`config.mk`:
```
export PLATFORM = sky130hd
export DESIGN_NAME = seven_seg_controller
export DESIGN_NICKNAME = d
export VERILOG_FILES = /design/src/rtl/seven_seg_controller.sv
export SDC_FILE = /design/constraint.sdc
export NUM_CORES = 1
export LEC_CHECK = 0
export CAP_MARGIN = 20
export CORE_MARGIN = 5
export CORE_UTILIZATION = 55
export CTS_BUF_LIST = sky130_fd_sc_hd__clkbuf_4
export CTS_CLUSTER_SIZE = 12
export DETAILED_ROUTE_END_ITERATION = 10
export PLACE_DENSITY = 0.82
export SLEW_MARGIN = 10
export SYNTH_ARGS = -nofsm -noshare
export SYNTH_HDL_FRONTEND = slang
export SYNTH_SLANG_ARGS = --single-unit
```
`constraint.sdc`:
```
create_clock -name CLK -period 4.75 [get_ports CLK]
set_clock_uncertainty 0.15 [all_clocks]
set_input_delay 0.95 -clock CLK [delete_from_list [all_inputs] [get_ports CLK]]
set_output_delay 0.95 -clock CLK [all_outputs]
set_load 0.03 [all_outputs]
```
`src/rtl/seven_seg_controller.sv`:
```
// seven_seg_controller: scans value[11:0] as three hex digits (CLK, reset, value, page in; a..g, SE0..SE2, dot out; registered, polarity by ACTIVE_LOW)
module seven_seg_controller #(
  parameter int unsigned SCAN_DIV   = 1,
  parameter bit          ACTIVE_LOW = 1
) (
  input  logic        CLK,
  input  logic        reset,
  input  logic [11:0] value,
  input  logic [1:0]  page,
  output logic        a,
  output logic        b,
  output logic        c,
  output logic        d,
  output logic        e,
  output logic        f,
  output logic        g,
  output logic        SE0,
  output logic        SE1,
  output logic        SE2,
  output logic        dot
);
  logic [1:0]  idx_q, idx_d;
  logic [15:0] cnt_q, cnt_d;
  logic [6:0]  seg_q, seg_d;
  logic [2:0]  en_q, en_d;
  logic        dot_q, dot_d;
  logic [3:0]  nib;
  logic        wrap;
  always_comb begin
    nib   = idx_q == 2'd0 ? value[11:8] : idx_q == 2'd1 ? value[7:4] : value[3:0];
    wrap  = cnt_q == 16'(SCAN_DIV - 1);
    cnt_d = wrap ? 16'd0 : cnt_q + 16'd1;
    idx_d = !wrap ? idx_q : idx_q == 2'd2 ? 2'd0 : idx_q + 2'd1;
    en_d  = 3'b100 >> idx_q;
    dot_d = page == idx_q;
    seg_d = 7'b0000000;
    case (nib)
      4'h0: seg_d = 7'b1111110;
      4'h1: seg_d = 7'b0110000;
      4'h2: seg_d = 7'b1101101;
      4'h3: seg_d = 7'b1111001;
      4'h4: seg_d = 7'b0110011;
      4'h5: seg_d = 7'b1011011;
      4'h6: seg_d = 7'b1011111;
      4'h7: seg_d = 7'b1110000;
      4'h8: seg_d = 7'b1111111;
      4'h9: seg_d = 7'b1111011;
      4'hA: seg_d = 7'b1110111;
      4'hB: seg_d = 7'b0011111;
      4'hC: seg_d = 7'b1001110;
      4'hD: seg_d = 7'b0111101;
      4'hE: seg_d = 7'b1001111;
      default: seg_d = 7'b1000111;
    endcase
  end
  always_ff @(posedge CLK) begin
    if (reset) begin
      idx_q <= 2'd0;
      cnt_q <= 16'd0;
      seg_q <= 7'b0000000;
      en_q  <= 3'b000;
      dot_q <= 1'b0;
    end else begin
      idx_q <= idx_d;
      cnt_q <= cnt_d;
      seg_q <= seg_d;
      en_q  <= en_d;
      dot_q <= dot_d;
    end
  end
  assign {a, b, c, d, e, f, g} = seg_q ^ {7{ACTIVE_LOW}};
  assign {SE0, SE1, SE2}       = en_q ^ {3{ACTIVE_LOW}};
  assign dot                   = dot_q ^ ACTIVE_LOW;
endmodule

```
==> metrics <==
Final Setup Violations=0; R2R Setup Slk=2240 ps; # DRC=0; GR Util All Layers=16.4%; CP delay by family, top=multiplexers; Synth warnings=0; post-route cell area=0.00188 mm²; dpl hpwl=2.40 mm; Cell Rows=19; H-tree depth=2; via count=1253; Clock Tree Root=clkbuf_4; Max IR drop VDD=0.000279 V; Mapped Area=0.00159 mm²; TritonCTS clock tree=built; FF-to-FF End=seg_q[0]; Die X=63.7 µm; final wirelength=3.07 mm; WP data arrival=2930 ps; Core ar.=0.00276 mm²; global-route wire length before repair=5.38 mm; crit path launch=value[5]; fraction of layout cells with a size suffix above 1=10.3%; IO Count=27; Crit Path Category=in2reg; RR Startpoint=idx_q[0]; WL per Instance=13.6 µm; Bufs and invs on worst path=2; post-CTS setup buffers=0; TNS Setup=0 ps; CTS clk-pin slew, worst paths=80 ps; Reg2Reg Depth=6; Die Span Y=63.7 µm; crit start category=primary input; port bufs=26; sequential-to-total area share from yosys stat=36.6%; Min-Delay Path Class=reg2reg; FF+latch count, synth=29; Num CTS Buffers=5; Nets=219; Max Freq=351 MHz; FFs w/ async S/R, synth=0%; FILL cells=227; Die Area=0.00406 mm²; Antenna Nets Post-Route=0; Pre-Repair DR Iteration Count=4; Starting Density=57.6%; minimum clock period=2850 ps; pre-CTS WS=1560 ps; Area after DPL=0.00183 mm²; Post-synth EDFFs=0; CP cell instances=clkdlybuf4s50_1 -> mux2_2 -> mux2i_1 -> inv_1 -> ha_1 -> mux2_2 -> a221oi_2; CP max-delay cell=mux2i_1; Post-synth top flop=dfxtp_1; Fin Hold WS=342 ps; CP dominant cell by count=mux2_2; # diodes=0; Crit path depth=7; Worst Max-Slew Pin Slew=636 ps; status=completed; clock latency on the worst-skew pair=320 ps; final hold vios=0; CTS Buffer Depth=2; antenna violations before repair=0; Worst setup endpoint=seg_q[0]; grt total ovfl=0; CTS Hold Bufs=0; maxcap violations=0; Net Count, Synth=193; CP endpoint kind=flop; Crit path required time=4830 ps; fin util=68.1%; DR vias/cell=5.57; fin crit share=60.1%; PwrDens=284 mW/mm²; post-CTS sizing=0; Sink Count=29; Post-Synthesis Cells=168; 1st-iter DRT viols=53; Syn Area/Cell=9.45 µm²; Worst slew margin=57.6%; largest net degree at the start of global routing=16; Yosys cell types=41; unrepaired setup endpoints after global routing=false; P&R area growth vs syn=18.2%; vias in the first global route=1281; Slew Limit Fails=0; GP Congestion=0.851; CP max stage delay=420 ps; PnR worst setup slack=1900 ps; critical path peak fanout=7; P_leak=0.702 nW
-- worst register-to-register path: stages (launching register included) --
cell      delay, ps
dfxtp_1         570
mux2_2          390
mux2i_1         420
inv_1           180
ha_1            250
mux2_2          270
a221oi_2        200
-- Yosys cell counts (all sizes together), types with 4 or more instances --
library cell	count	area, µm²
dfxtp	29	581
nor3	6	30.0
nand2	8	30.0
nor2	14	55.1
nand4	4	25.0
and3	4	25.0
xnor2	5	43.8
ha	9	113
buf	7	58.8
mux2i	7	95.1
a21oi	5	25.0
xor2	9	78.8
nand3	9	62.6
mux2	5	60.1
inv	18	67.6
-- per-layer routing --
layer / vias to the layer above / track usage (%) / part of all wire, %
li1: 639 / - / -
met1: 579 / 16.0 / 38
met2: 28 / 30.8 / 55
met3: 7 / 4.90 / 4.2
met4: 0 / 8.31 / 2.3
met5: - / 0 / 0
-- worst min-delay path by stage --
stage | endpoint | depth (start not counted) | startpoint
4_1_cts | cnt_q[0] | 1 | cnt_q[0]
2_1_floorplan | cnt_q[0] | 1 | cnt_q[0]
3_3_place_gp | cnt_q[15] | 2 | cnt_q[15]
5_1_grt | cnt_q[0] | 1 | cnt_q[0]
6_report | cnt_q[0] | 1 | cnt_q[0]
3_5_place_dp | cnt_q[0] | 1 | cnt_q[0]
-- metrics by stage --
step	std cells	total power [mW]
floorplan	168	0.362
global placement	218	0.400
detailed placement	218	0.405
CTS	225	0.543
global route	225	0.566
finish	225	0.534
-- area by class of cell --
type,count,area [µm²],share of cell area (%)
multi-input cells,114,881,46.9
repair buffers,26,260,13.9
flip-flops and latches,29,581,30.9
clock buffers,6,45.0,2.40
clock inverters,1,3.75,0.200
inverters,18,67.6,3.60
well taps,31,38.8,2.07
-- placed cells by master, fill, tap and decap left out, drive strengths merged, types with 2 or more instances in the layout --
master and n:
or4 3, dfxtp 29, nor3 6, nor4 3, o31ai 3, a221oi 3
mux2 5, mux2i 7, o21ai 2, clkdlybuf4s50 26, inv 18, xnor2 5
nand2 8, or3 2, and3 4, clkbuf 6, nor2 14, nand3 9
nand4 4, nor3b 2, xor2 9, a21oi 5, ha 9
-- cell families (layout without fill, tap and decap cells) --
| family | count (synthesis) | count (layout) | synth area share [%] |
|---|---|---|---|
| AO/OA/AOI/OAI | 20 | 20 | 10.2 |
| multiplexers | 12 | 12 | 9.77 |
| XOR/XNOR | 14 | 14 | 7.72 |
| AND/OR/NAND/NOR | 59 | 59 | 20.7 |
| buffers and inverters | 25 | 51 | 7.96 |
| flip-flops | 29 | 29 | 36.6 |
| adder cells (fa/ha/maj) | 9 | 9 | 7.09 |
-- where the power goes --
group / total, mW / switching [mW] / internal, mW / leakage [nW]
registers: 0.264 / 0.00794 / 0.256 / 0.237
logic: 0.134 / 0.0710 / 0.0634 / 0.436
clock network: 0.136 / 0.0763 / 0.0593 / 0.0292
-- sequential cells by signal, summed over array words and instances (netlist names) --
name / cells
idx_q: 2
cnt_q: 16
en_q: 3
dot_q: 1
seg_q: 7
Power figures use the tool's default switching activity.
